`src/rtl/shared_adder_arb_pkg.sv`:
```
// Shared types, default sizes and helpers for the shared adder with
// round-robin arbitration.
package shared_adder_arb_pkg;

  typedef enum logic [0:0] {
    IDLE = 1'b0,
    HOLD = 1'b1
  } state_t;

  localparam int NREQ_DEF = 3;
  localparam int W_DEF    = 32;

  // Width of a requester index; a single requester still needs one bit.
  function automatic int id_width(input int n);
    return (n < 2) ? 1 : $clog2(n);
  endfunction

endpackage

```
`src/rtl/shared_adder_arb_rr_arbiter.sv`:
```
// Round-robin arbiter: one-hot grant for the first valid requester found
// starting at (last_grant+1) mod NREQ.
module rr_arbiter
  import shared_adder_arb_pkg::*;
#(
  parameter int NREQ = NREQ_DEF,
  parameter int IDW  = id_width(NREQ_DEF)
) (
  input  logic [NREQ-1:0] req,
  input  logic [IDW-1:0]  last_grant,
  output logic [NREQ-1:0] grant
);

  // Walk from lowest to highest priority so the last match wins.
  always_comb begin
    grant = '0;
    for (int k = NREQ; k >= 1; k--) begin
      for (int i = 0; i < NREQ; i++) begin
        if (i == ((int'(last_grant) + k) % NREQ) && req[i]) begin
          grant    = '0;
          grant[i] = 1'b1;
        end
      end
    end
  end

endmodule

```
`src/rtl/shared_adder_arb.sv`:
```
// One W-bit adder shared by NREQ requesters with a one-entry result register.
// Optional macro ADD_OVF_ZERO_EN: a carry-out forces the sum to zero.
module shared_adder_arb
  import shared_adder_arb_pkg::*;
#(
  parameter int NREQ = NREQ_DEF,
  parameter int W    = W_DEF,
  localparam int IDW = id_width(NREQ)
) (
  input  logic              clk,
  input  logic              rst_n,
  input  logic [NREQ-1:0]   req_valid,
  input  logic [NREQ*W-1:0] req_a,
  input  logic [NREQ*W-1:0] req_b,
  output logic [NREQ-1:0]   req_ready,
  output logic              rsp_valid,
  input  logic              rsp_ready,
  output logic [IDW-1:0]    rsp_id,
  output logic [W-1:0]      rsp_sum,
  output logic              rsp_ovf
);

  state_t         state_reg;
  logic [IDW-1:0] last_grant_reg;
  logic [IDW-1:0] rsp_id_reg;
  logic [W-1:0]   rsp_sum_reg;
  logic           rsp_ovf_reg;

  logic [NREQ-1:0] grant;
  logic            can_accept;
  logic            accept;
  logic [IDW-1:0]  win_id;
  logic [W-1:0]    a_sel;
  logic [W-1:0]    b_sel;
  logic [W:0]      sum_full;
  logic [W-1:0]    sum_next;
  logic [W-1:0]    a_lane [NREQ];
  logic [W-1:0]    b_lane [NREQ];

  rr_arbiter #(
    .NREQ (NREQ),
    .IDW  (IDW)
  ) u_arb (
    .req        (req_valid),
    .last_grant (last_grant_reg),
    .grant      (grant)
  );

  // A new add may start when the register is empty or is being drained now.
  assign can_accept = (state_reg == IDLE) || rsp_ready;
  assign req_ready  = (rst_n && can_accept) ? grant : '0;
  assign accept     = |req_ready;

  generate
    for (genvar gi = 0; gi < NREQ; gi++) begin : g_lane
      assign a_lane[gi] = req_a[gi*W +: W] & {W{req_ready[gi]}};
      assign b_lane[gi] = req_b[gi*W +: W] & {W{req_ready[gi]}};
    end
  endgenerate

  always_comb begin
    a_sel  = '0;
    b_sel  = '0;
    win_id = '0;
    for (int i = 0; i < NREQ; i++) begin
      a_sel = a_sel | a_lane[i];
      b_sel = b_sel | b_lane[i];
      if (req_ready[i]) win_id = IDW'(i);
    end
  end

  assign sum_full = {1'b0, a_sel} + {1'b0, b_sel};

`ifdef ADD_OVF_ZERO_EN
  assign sum_next = sum_full[W] ? '0 : sum_full[W-1:0];
`else
  assign sum_next = sum_full[W-1:0];
`endif

  always_ff @(posedge clk or negedge rst_n) begin
    if (!rst_n) begin
      state_reg      <= IDLE;
      last_grant_reg <= IDW'(NREQ - 1);
      rsp_id_reg     <= '0;
      rsp_sum_reg    <= '0;
      rsp_ovf_reg    <= 1'b0;
    end else if (accept) begin
      state_reg      <= HOLD;
      last_grant_reg <= win_id;
      rsp_id_reg     <= win_id;
      rsp_sum_reg    <= sum_next;
      rsp_ovf_reg    <= sum_full[W];
    end else if (state_reg == HOLD && rsp_ready) begin
      state_reg <= IDLE;
    end
  end

  assign rsp_valid = (state_reg == HOLD);
  assign rsp_id    = rsp_id_reg;
  assign rsp_sum   = rsp_sum_reg;
  assign rsp_ovf   = rsp_ovf_reg;

endmodule

```
`config.mk`:
```
export PLATFORM = sky130hd
export DESIGN_NAME = shared_adder_arb
export DESIGN_NICKNAME = d
export VERILOG_FILES = /design/src/rtl/shared_adder_arb_pkg.sv /design/src/rtl/shared_adder_arb_rr_arbiter.sv /design/src/rtl/shared_adder_arb.sv
export SDC_FILE = /design/constraint.sdc
export NUM_CORES = 1
export LEC_CHECK = 0
export BUFFER_PORTS_ARGS = -buffer_cell sky130_fd_sc_hd__buf_2
export CAP_MARGIN = 20
export CORE_ASPECT_RATIO = 0.7
export CORE_UTILIZATION = 45
export CTS_CLUSTER_SIZE = 10
export DETAILED_ROUTE_END_ITERATION = 8
export PLACE_DENSITY_LB_ADDON = 0.25
export SLEW_MARGIN = 10
export SYNTH_ARGS = -nofsm -noshare
export SYNTH_HDL_FRONTEND = slang
export SYNTH_HIERARCHICAL = 1
export SYNTH_SLANG_ARGS = --single-unit
```
`constraint.sdc`:
```
create_clock -name clk -period 7.7 [get_ports clk]
set_input_delay 1.54 -clock clk [delete_from_list [all_inputs] [get_ports clk]]
set_output_delay 1.54 -clock clk [all_outputs]
set_load 0.03 [all_outputs]
```
==> results.md, run 1 <==
- The length of routed wiring on met1 is 7.19 mm.
- Across the run, the number of max-cap violations was 0.
- The number of placement rows is 28.
- The HPWL reported at the end of detailed placement is 12.1 mm.
- The initial antenna violation count is 0.
- The peak fanout along the critical path is 36.
- The first global-routing pass estimated 22.7 mm of wire.
- The net count of the finished layout is 980.
- The signal on the critical path passes through buf_2 > o21ba_1 > o2111a_1 > and3_2 > buf_4 > a222oi_1 > inv_1 > ha_1 > fa_1 > a21o_1 > a221o_2 > o21ai_1 > o221ai_1 > a211oi_2 > o2111ai_1 > xnor2_1 > o21ai_0.
- The tree is rooted in a sky130_fd_sc_hd__clkbuf_16.
- The slowest stage cell on the critical path is sky130_fd_sc_hd__a211oi_2.
- After detailed routing, the number of vias per cell comes to 5.89.
- The number of iterations in the first detailed-routing pass is 9.
- The average cell area after synthesis is 7.72 sq um.
- The initial utilization of the core area, before any placement, comes to 0.477.
- The fraction of the yosys area taken by sequential cells is 0.224.
- In the final layout, the share of cells above drive strength 1 is 0.356.
- The run finished with clean final reports.
- The count of input and output buffers is 236.
- After clock tree synthesis, the clock-pin slew on the worst setup and hold paths is 0.05 ns.
- In the detailed route, the total length drawn on met2 is 6.11 mm.
- After global routing the overflow that remains totals 0.
- In the synthesized netlist the async set-or-reset flop fraction comes to 1.00.
- sky130_fd_sc_hd__inv_1 is the most common cell in the netlist.
- In this run the power density over the cells is 323 nW/um^2.
- The clock latency on the worst-skew pair is 0.28 ns.
- After the first detailed-routing iteration, the DRC count stood at 655.
- For this run, the total global-route usage over all layers was measured as 0.306.
- The worst setup margin is 2.02 ns.
- The total count of max-transition violations in the final report was 0.
- In this run the vertical extent of the chip is 82.3 microns.
- In this run the count of I/O pins placed on the die edge is 237.
- The utilization of the core after routing is 0.639.
- Counting instances in the post-synthesis netlist gives the leading cell types as sky130_fd_sc_hd__inv_1 (75), sky130_fd_sc_hd__a222oi_1 (64), sky130_fd_sc_hd__nand2_1 (46).
- Among cell families on the critical path, the largest total delay comes from compound AO/OA/AOI/OAI gates.
- Across the routed clock network, the largest skew measured is 0.00348 ns.
- The post-cts sizing count is 0.
- The tightest min-delay check is of the reg2reg type.
- The setup path with the least slack is of type in2reg.
- The final setup TNS is 0 ns.
- The maximum achievable frequency is 176 MHz.
- Signal routing reaches up to met4.
- The area share of the largest cell type after synthesis is 0.218.
- The most used flip-flop cell after synthesis is sky130_fd_sc_hd__dfrtp_1.
- Summing all multi-input logic gate instances after layout gives 2790 sq um.
- At the pin with the least slew margin, the transition time is 0.863 ns.
- Wires add up to 14.9 mm.
- The die width is 117 microns.
- The number of buffers inserted by hold repair at cts is 0.
- TritonCTS built the clock tree.
- The cell count after synthesis is 536.
- Yosys printed 6 warnings.
- The area growth from synthesis to final layout is 34.1%.
- The average detailed-routed wire length per instance is 17.2 microns.
- Once the clock tree was built, the setup fixing pass inserted 0 buffers.
- Buffers inserted during clock tree synthesis total 5.
- The leakage dissipation is 3.27 nW.
- The combined flip-flop and latch cell area is 927 sq um.
- The clock tree synthesis step divided the H-tree into 2 levels.
- By area the synthesized netlist is led by sky130_fd_sc_hd__dfrtp_1 (22%), sky130_fd_sc_hd__a222oi_1 (15%), sky130_fd_sc_hd__ha_1 (10%).
- The number of nets produced by synthesis is 769.
- The via count of the first global-routing pass is 4523.
- The CTS sink count is 37.
- At the end of routability-driven placement, the weighted congestion stood at 0.917.
- The number of nets still failing antenna checks after routing is 0.
- The kind of launch point of the worst setup path is an input port.
- STA classifies the critical path endpoint as a register.
- The highest cell delay on the worst timing path is 0.47 ns.
- Entering global routing, the biggest net connects 48 pins.
- The mapped netlist covers 4140 sq um.
- The longest clock path from root to sink contains 2 buffers.
- Yosys mapped a number of flops with a built-in enable equal to 0.
- Setup violations remaining at the end of the flow were counted as 0.
- In the routed design, unresolved DRC markers number 0.
- The core region is 8690 sq um.
- Setup repair after global routing left no endpoint under its margin.
- In this run, distinct cell masters in the synthesized netlist total 56.
- The worst max-slew margin expressed relative to the limit is 0.425.
- The data arrival time of the critical path is 5.83 ns.
- The via total after detailed routing is 5115.
- The critical path contains buffers and inverters numbering 3 combined.
- The maximum vdd drop is 0.124 mV.
- In this run, synthesis produced a sequential element count of 37.
- The die outline area is 9590 sq um.
- The wire length on met3 is 1.56 mm.
- The share of the clock period used by the worst path after layout is 0.738.
- The hold violation count in the final report is 0.
- At the worst endpoint, the required time is 7.85 ns.
- The fill cell total of the finished layout is 776.
- The register with the most flip-flops in the layout has 32 of them.
- Subtracting the final worst setup slack from the clock period gives 5.68 ns.
- The biggest area consumer among synthesized cells is sky130_fd_sc_hd__dfrtp_1.
- The worst slack after detailed placement is 1.81 ns.
- The number of antenna diodes in the final layout is 0.
-- worst paths after layout --
| kind | endpoint | startpoint | cells past startpoint | slack (ns) |
|---|---|---|---|---|
| hold reg to reg | rsp_sum[0]$_DFFE_PN0P_ | rsp_sum[0]$_DFFE_PN0P_ | 2 | 0.46 |
| min in group asynchronous | rsp_valid$_DFFE_PN0P_ | rst_n | 1 | 1.12 |
| hold / removal | rsp_sum[0]$_DFFE_PN0P_ | rsp_sum[0]$_DFFE_PN0P_ | 2 | 0.46 |
| setup / recovery | rsp_sum[30]$_DFFE_PN0P_ | req_valid[2] | 17 | 2.02 |
| max in group asynchronous | rsp_sum[7]$_DFFE_PN0P_ | rst_n | 2 | 5.93 |
| setup reg to reg | rsp_sum[30]$_DFFE_PN0P_ | last_grant_reg[1]$_DFFE_PN1P_ | 17 | 2.50 |
-- tightest hold or removal path, cell delays in order, from the launching register on --
cell and delay (ns):
sky130_fd_sc_hd__dfrtp_1 0.33, sky130_fd_sc_hd__nand2_1 0.05, sky130_fd_sc_hd__nand2_1 0.04
-- area by class of cell --
type,instances,area share
sequential,37,0.167
clock buffer,7,0.0275
clock inverter,1,0.000901
inverter,75,0.0507
multi-input combinational,386,0.502
tap,120,0.0270
timing repair buffer,242,0.224
-- routing by layer --
layer  global-route usage  vias up
met4               0.0456        0
met2                0.454      285
li1                     -     2436
met5                    0        -
met3               0.0496       10
met1                0.468     2384
-- report_power, final --
part	total, mW	switching [mW]	internal (mW)
Clock	0.210	0.0735	0.137
Sequential	0.337	0.0505	0.286
Combinational	1.25	0.804	0.442
-- stage by stage --
| stage | instance area, sq um | std cells | hold slack [ns] | total power [mW] |
|---|---|---|---|---|
| final | 5550 | 868 | 0.459 | 1.79 |
| after global routing | 5550 | 868 | 0.477 | 1.93 |
| after CTS | 5530 | 867 | 0.464 | 1.77 |
| after detailed placement | 5370 | 859 | 0.451 | 1.55 |
| after global placement | 5370 | 859 | 0.445 | 1.52 |
| after floorplan | 4140 | 536 | 0.503 | 1.19 |
-- layout by cell type, fill, tap and decap left out, types with 8 or more instances in the layout --
master / Yosys / routed
sky130_fd_sc_hd__a21oi_1: 44 / 44
sky130_fd_sc_hd__ha_1: 34 / 34
sky130_fd_sc_hd__and3_1: 11 / 8
sky130_fd_sc_hd__o21ai_0: 24 / 24
sky130_fd_sc_hd__xor2_1: 8 / 8
sky130_fd_sc_hd__nand3_1: 8 / 8
sky130_fd_sc_hd__nand2_1: 46 / 46
sky130_fd_sc_hd__a21o_1: 15 / 15
sky130_fd_sc_hd__buf_2: 0 / 236
sky130_fd_sc_hd__a222oi_1: 64 / 64
sky130_fd_sc_hd__inv_1: 75 / 75
sky130_fd_sc_hd__dfrtp_1: 36 / 36
sky130_fd_sc_hd__xnor2_1: 17 / 17
sky130_fd_sc_hd__nor2_1: 44 / 44
-- logic make-up after synthesis --
kind of cell | Yosys count | synth area share
AO/OA/AOI/OAI | 191 | 0.361
AND/OR/NAND/NOR | 134 | 0.147
buffers and inverters | 113 | 0.104
flip-flops | 37 | 0.224
adder cells (fa/ha/maj) | 35 | 0.108
XOR/XNOR | 25 | 0.0529
multiplexers | 1 | 0.00242
Note: power is estimated with default switching activity, not from simulation.
==> inputs of run 2 (changes only) <==
--- a/config.mk
+++ b/config.mk
@@ -5,10 +5,11 @@
 export SDC_FILE = /design/constraint.sdc
 export NUM_CORES = 1
 export LEC_CHECK = 0
+export ABC_AREA = 1
 export BUFFER_PORTS_ARGS = -buffer_cell sky130_fd_sc_hd__buf_2
 export CAP_MARGIN = 20
 export CORE_ASPECT_RATIO = 0.7
-export CORE_UTILIZATION = 45
+export CORE_UTILIZATION = 44
 export CTS_CLUSTER_SIZE = 10
 export DETAILED_ROUTE_END_ITERATION = 8
 export PLACE_DENSITY_LB_ADDON = 0.25
==> constraint.sdc (replaced) <==
create_clock -name clk -period 4.91 [get_ports clk]
set_input_delay 0.982 -clock clk [delete_from_list [all_inputs] [get_ports clk]]
set_output_delay 0.982 -clock clk [all_outputs]
set_load 0.03 [all_outputs]
==> run 2 against run 1 <==
Synthesized cell count rose by 76%. Critical path depth rose by 3. Sequential power up 48%. Largest cell class unchanged. First-iteration DRC count down 34%. Clock-buffer cell count is 1 lower. Global-route usage decreased by 0.69 points. Non-clock buffer count up 3. Largest power group unchanged.
==> results.md, run 2 <==
- The flow ran to the end, and the final reports show no timing, DRC or antenna violations.
- The worst reg-to-reg setup slack was 0.88 ns (-1.62 ns).
- The count of input and output buffers came to 236 (unchanged).
- The data arrival time of the critical path is 4.20 ns (-1.63 ns).
- The number of nets produced by synthesis is 1179 (+53%).
- The worst max-slew margin expressed relative to the limit is 0.530 (+0.105).
- The number of flip-flops and latches in the synthesized netlist is 37 (unchanged).
- The average detailed-routed wire length per instance is 13.1 microns (-24%).
- The category of the critical setup timing path is in2reg.
- The slew at the pin with the worst max-slew slack is 0.705 ns (-0.158 ns).
- The number of flip-flops in the largest register is 32 (unchanged).
- The share of the clock period used by the worst path after layout is 0.821.
- The required time at the worst-slack endpoint is 5.07 ns (-2.78 ns).
- The min-delay analysis places its worst path in the category reg2reg.
- The most critical setup path has its endpoint at rsp_sum[26]$_DFFE_PN0P_.
- The area of the multi-input gates was 3520 sq um (+26%).
- The clock edge transition at the registers on the reported setup and hold paths came to 0.05 ns (about the same).
- The final setup TNS was 0 ns (unchanged).
- The share of post-route cells with drive strength above 1 came to 0.226 (-0.129).
- The leakage dissipation came to 4.04 nW (+23%).
- The fraction of the yosys area taken by sequential cells is 0.184 (-0.0400).
- The critical path capture point type is a register.
- The number of buffers inserted by post-CTS setup repair is 0 (unchanged).
- The final setup skew is 0.00331 ns (-0.000164 ns).
- The fill cell total of the finished layout came to 1193 (+54%).
- The via total after detailed routing is 6562 (+28%).
- The combined flip-flop and latch cell area was 927 sq um (unchanged).
- The hold violation count in the final report is 0 (unchanged).
- The capturing point of the worst reg2reg path is rsp_sum[26]$_DFFE_PN0P_.
- The number of max-cap violations is 0 (unchanged).
- The number of iterations in the first detailed-routing pass was 5 (-4).
- The total number of yosys warnings was 6 (unchanged).
- The cell chosen for the clock root is sky130_fd_sc_hd__clkbuf_16.
- The fraction of registers with async set or reset after synthesis is 1.00 (unchanged).
- The count of distinct cell types in the synthesized netlist is 32 (-43%).
- The via count of the first global-routing pass is 5813 (+29%).
- The worst setup path startpoint is req_valid[2].
- The die extent in y is 91.6 microns (+11%).
- The HPWL reported at the end of detailed placement was 14.8 mm (+21%).
- The reg-to-reg startpoint is last_grant_reg[1]$_DFFE_PN1P_.
- The clock latency on the worst-skew pair is 0.28 ns (about the same).
- By instance count, the cell type seen most on the critical path is sky130_fd_sc_hd__nand2_1.
- For this run, the top clock speed supported by timing is 248 MHz.
- The final weighted congestion of routability-driven global placement is 0.953 (+3.9%).
- The total detailed-routing wirelength was 17.3 mm (+16%).
- The number of buffers inserted by hold repair at cts was 0 (unchanged).
- The CTS sink count came to 37 (unchanged).
- The residual DRC count is 0 (unchanged).
- The peak fanout along the critical path is 36 (unchanged).
- STA classifies the critical path startpoint as an input port.
- The die width is 130 microns (+11%).
- The post-layout minimum cycle time is 4.03 ns.
- Walking the worst path, the cells encountered are buf_2 > nand2_1 > nand2_1 > nor2_1 > nand2_1 > a21oi_2 > and3_2 > buf_4 > nand2_1 > nand3_1 > ha_1 > nand2_1 > nor2_1 > nand2_1 > nor2_1 > nand2_1 > nand3_1 > nand2_1 > nand3_1 > nand2_1.
- The number of flops mapped to enable cells by yosys is 0 (unchanged).
- The maximum number of pins on one net before global-route repair came to 52 (+8.3%).
- Leaving out fill and tap cells, the most frequent cells in the layout are sky130_fd_sc_hd__nand2_1 (484), sky130_fd_sc_hd__buf_2 (236), sky130_fd_sc_hd__inv_1 (116).
- The initial cell density of the core came to 0.455 (-0.0220).
- The number of levels in the clock H-tree is 2 (unchanged).
- The overall overflow remaining after global route came to 0 (unchanged).
- The utilization of the core after routing was 0.588 (-0.0507).
- The cell count after synthesis is 946 (+76%).
- The total CTS buffers came to 5 (unchanged).
- The netlist area before placement is 5040 sq um (+22%).
- The number of buffers on the longest clock path is 2 (unchanged).
- The number of nets still failing antenna checks after routing is 0 (unchanged).
- By instance count, the leading cell after synthesis is sky130_fd_sc_hd__nand2_1.
- The net count of the finished layout is 1402 (+43%).
- After synthesis, the cell types taking the most area are sky130_fd_sc_hd__nand2_1 (36%), sky130_fd_sc_hd__dfrtp_1 (18%), sky130_fd_sc_hd__nand3_1 (11%).
- The maximum vdd drop is 0.286 mV (+130%).
- The number of standard cells in the layout, taps in and fillers out was 1323 (+52%).
- By count the netlist is led by sky130_fd_sc_hd__nand2_1 (484), sky130_fd_sc_hd__inv_1 (116), sky130_fd_sc_hd__nand3_1 (112).
- The total count of max-transition violations in the final report is 0 (unchanged).
- The post-cts sizing count is 0 (unchanged).
- The biggest area consumer among synthesized cells is sky130_fd_sc_hd__nand2_1.
- TritonCTS built the clock tree.
- The average cell area after synthesis is 5.33 sq um (-31%).
- The all-layer global routing usage came to 0.299 (-0.00692).
- The power per cell area came to 512 nW/um^2 (+59%).
- The initial antenna violation count is 0 (unchanged).
- The worst-case reg-to-reg path depth is 20 (+3).
- The first-pass GRT wire length is 28.1 mm (+24%).
- The placeable core region was 11100 sq um (+28%).
- The mean number of vias per cell is 4.96 (-16%).
- Setup repair after global routing left no endpoint under its margin.
- In the synthesized netlist the dominant register cell turns out to be sky130_fd_sc_hd__dfrtp_1.
- The most common library cell in the layout ignoring fill and taps is sky130_fd_sc_hd__nand2_1.
- The highest cell delay on the worst timing path is 0.65 ns (+0.18 ns).
- The cell count after placement is 1315 (+53%).
- The slowest stage cell on the critical path is sky130_fd_sc_hd__and3_2.
- The count of boundary I/O pins is 237 (unchanged).
- The total design power is 3.34 mW (+86%).
- The number of placement rows is 32 (+14%).
- The count of inserted antenna diode cells was 0 (unchanged).
- The area growth from synthesis to layout is 29.5%.
- The count of endpoints failing setup in the final report is 0 (unchanged).
- The die outline area came to 11900 sq um (+24%).
- The area share of the largest cell type after synthesis was 0.360 (+0.143).
- The violation count after the first detailed-route iteration was 431 (-34%).
==> run 2: where the power goes <==
group	leakage, nW	total [mW]	internal (mW)	switching, mW
sequential	0.477	0.500	0.434	0.0669
combinational	3.48	2.47	0.803	1.66
clock	0.0831	0.377	0.253	0.123
==> run 2: area by class of cell <==
cell class / instances / share of cell area
inverter: 119 / 0.0684
multi-input combinational: 761 / 0.540
sequential: 37 / 0.142
clock buffer: 6 / 0.0213
clock inverter: 2 / 0.00575
timing repair buffer: 245 / 0.193
tap: 153 / 0.0293
==> run 2: kinds of logic after synthesis <==
family,after synthesis,synth area share
adders and majority gates,35,0.0884
buffers and inverters,148,0.117
DFF,37,0.184
xor gates and xnor gates,14,0.0243
AOI/OAI and AO/OA,48,0.0524
and+or+nand+nor,664,0.534
==> run 2: stage by stage <==
stage / area, sq um / worst slack, ns / hold slack [ns]
2_1_floorplan: 5040 / 1.39 / 0.452
3_3_place_gp: 6350 / 0.621 / 0.459
3_5_place_dp: 6350 / 0.667 / 0.461
4_1_cts: 6530 / 0.916 / 0.476
5_1_grt: 6530 / 0.441 / 0.503
6_report: 6530 / 0.877 / 0.468
==> run 2: worst min path at each step <==
stage / start / end / slack [ns] / cells past startpoint
3_5_place_dp: rsp_sum[28]$_DFFE_PN0P_ / rsp_sum[28]$_DFFE_PN0P_ / 0.46 / 2
4_1_cts: rsp_sum[28]$_DFFE_PN0P_ / rsp_sum[28]$_DFFE_PN0P_ / 0.48 / 2
2_1_floorplan: last_grant_reg[1]$_DFFE_PN1P_ / last_grant_reg[1]$_DFFE_PN1P_ / 0.45 / 2
3_3_place_gp: rsp_sum[17]$_DFFE_PN0P_ / rsp_sum[17]$_DFFE_PN0P_ / 0.46 / 2
5_1_grt: rsp_sum[14]$_DFFE_PN0P_ / rsp_sum[14]$_DFFE_PN0P_ / 0.50 / 2
6_report: rsp_sum[28]$_DFFE_PN0P_ / rsp_sum[28]$_DFFE_PN0P_ / 0.47 / 2
==> run 2: metal layers <==
layer  GRT usage  up-vias  wire length, microns
met4      0.0504        0                   157
li1            -     3367                     -
met2       0.440      255                  6920
met3      0.0365       15                  1430
met5           0        -                     0
met1       0.462     2925                  8820
==> run 2: worst max-delay path: cells and delay by family <==
| kind | cells | cell delay (ns) |
|---|---|---|
| AND/OR/NAND/NOR | 16 | 2.28 |
| buffers and inverters | 2 | 0.51 |
| adder cells (fa/ha/maj) | 1 | 0.29 |
| AO/OA/AOI/OAI | 1 | 0.10 |
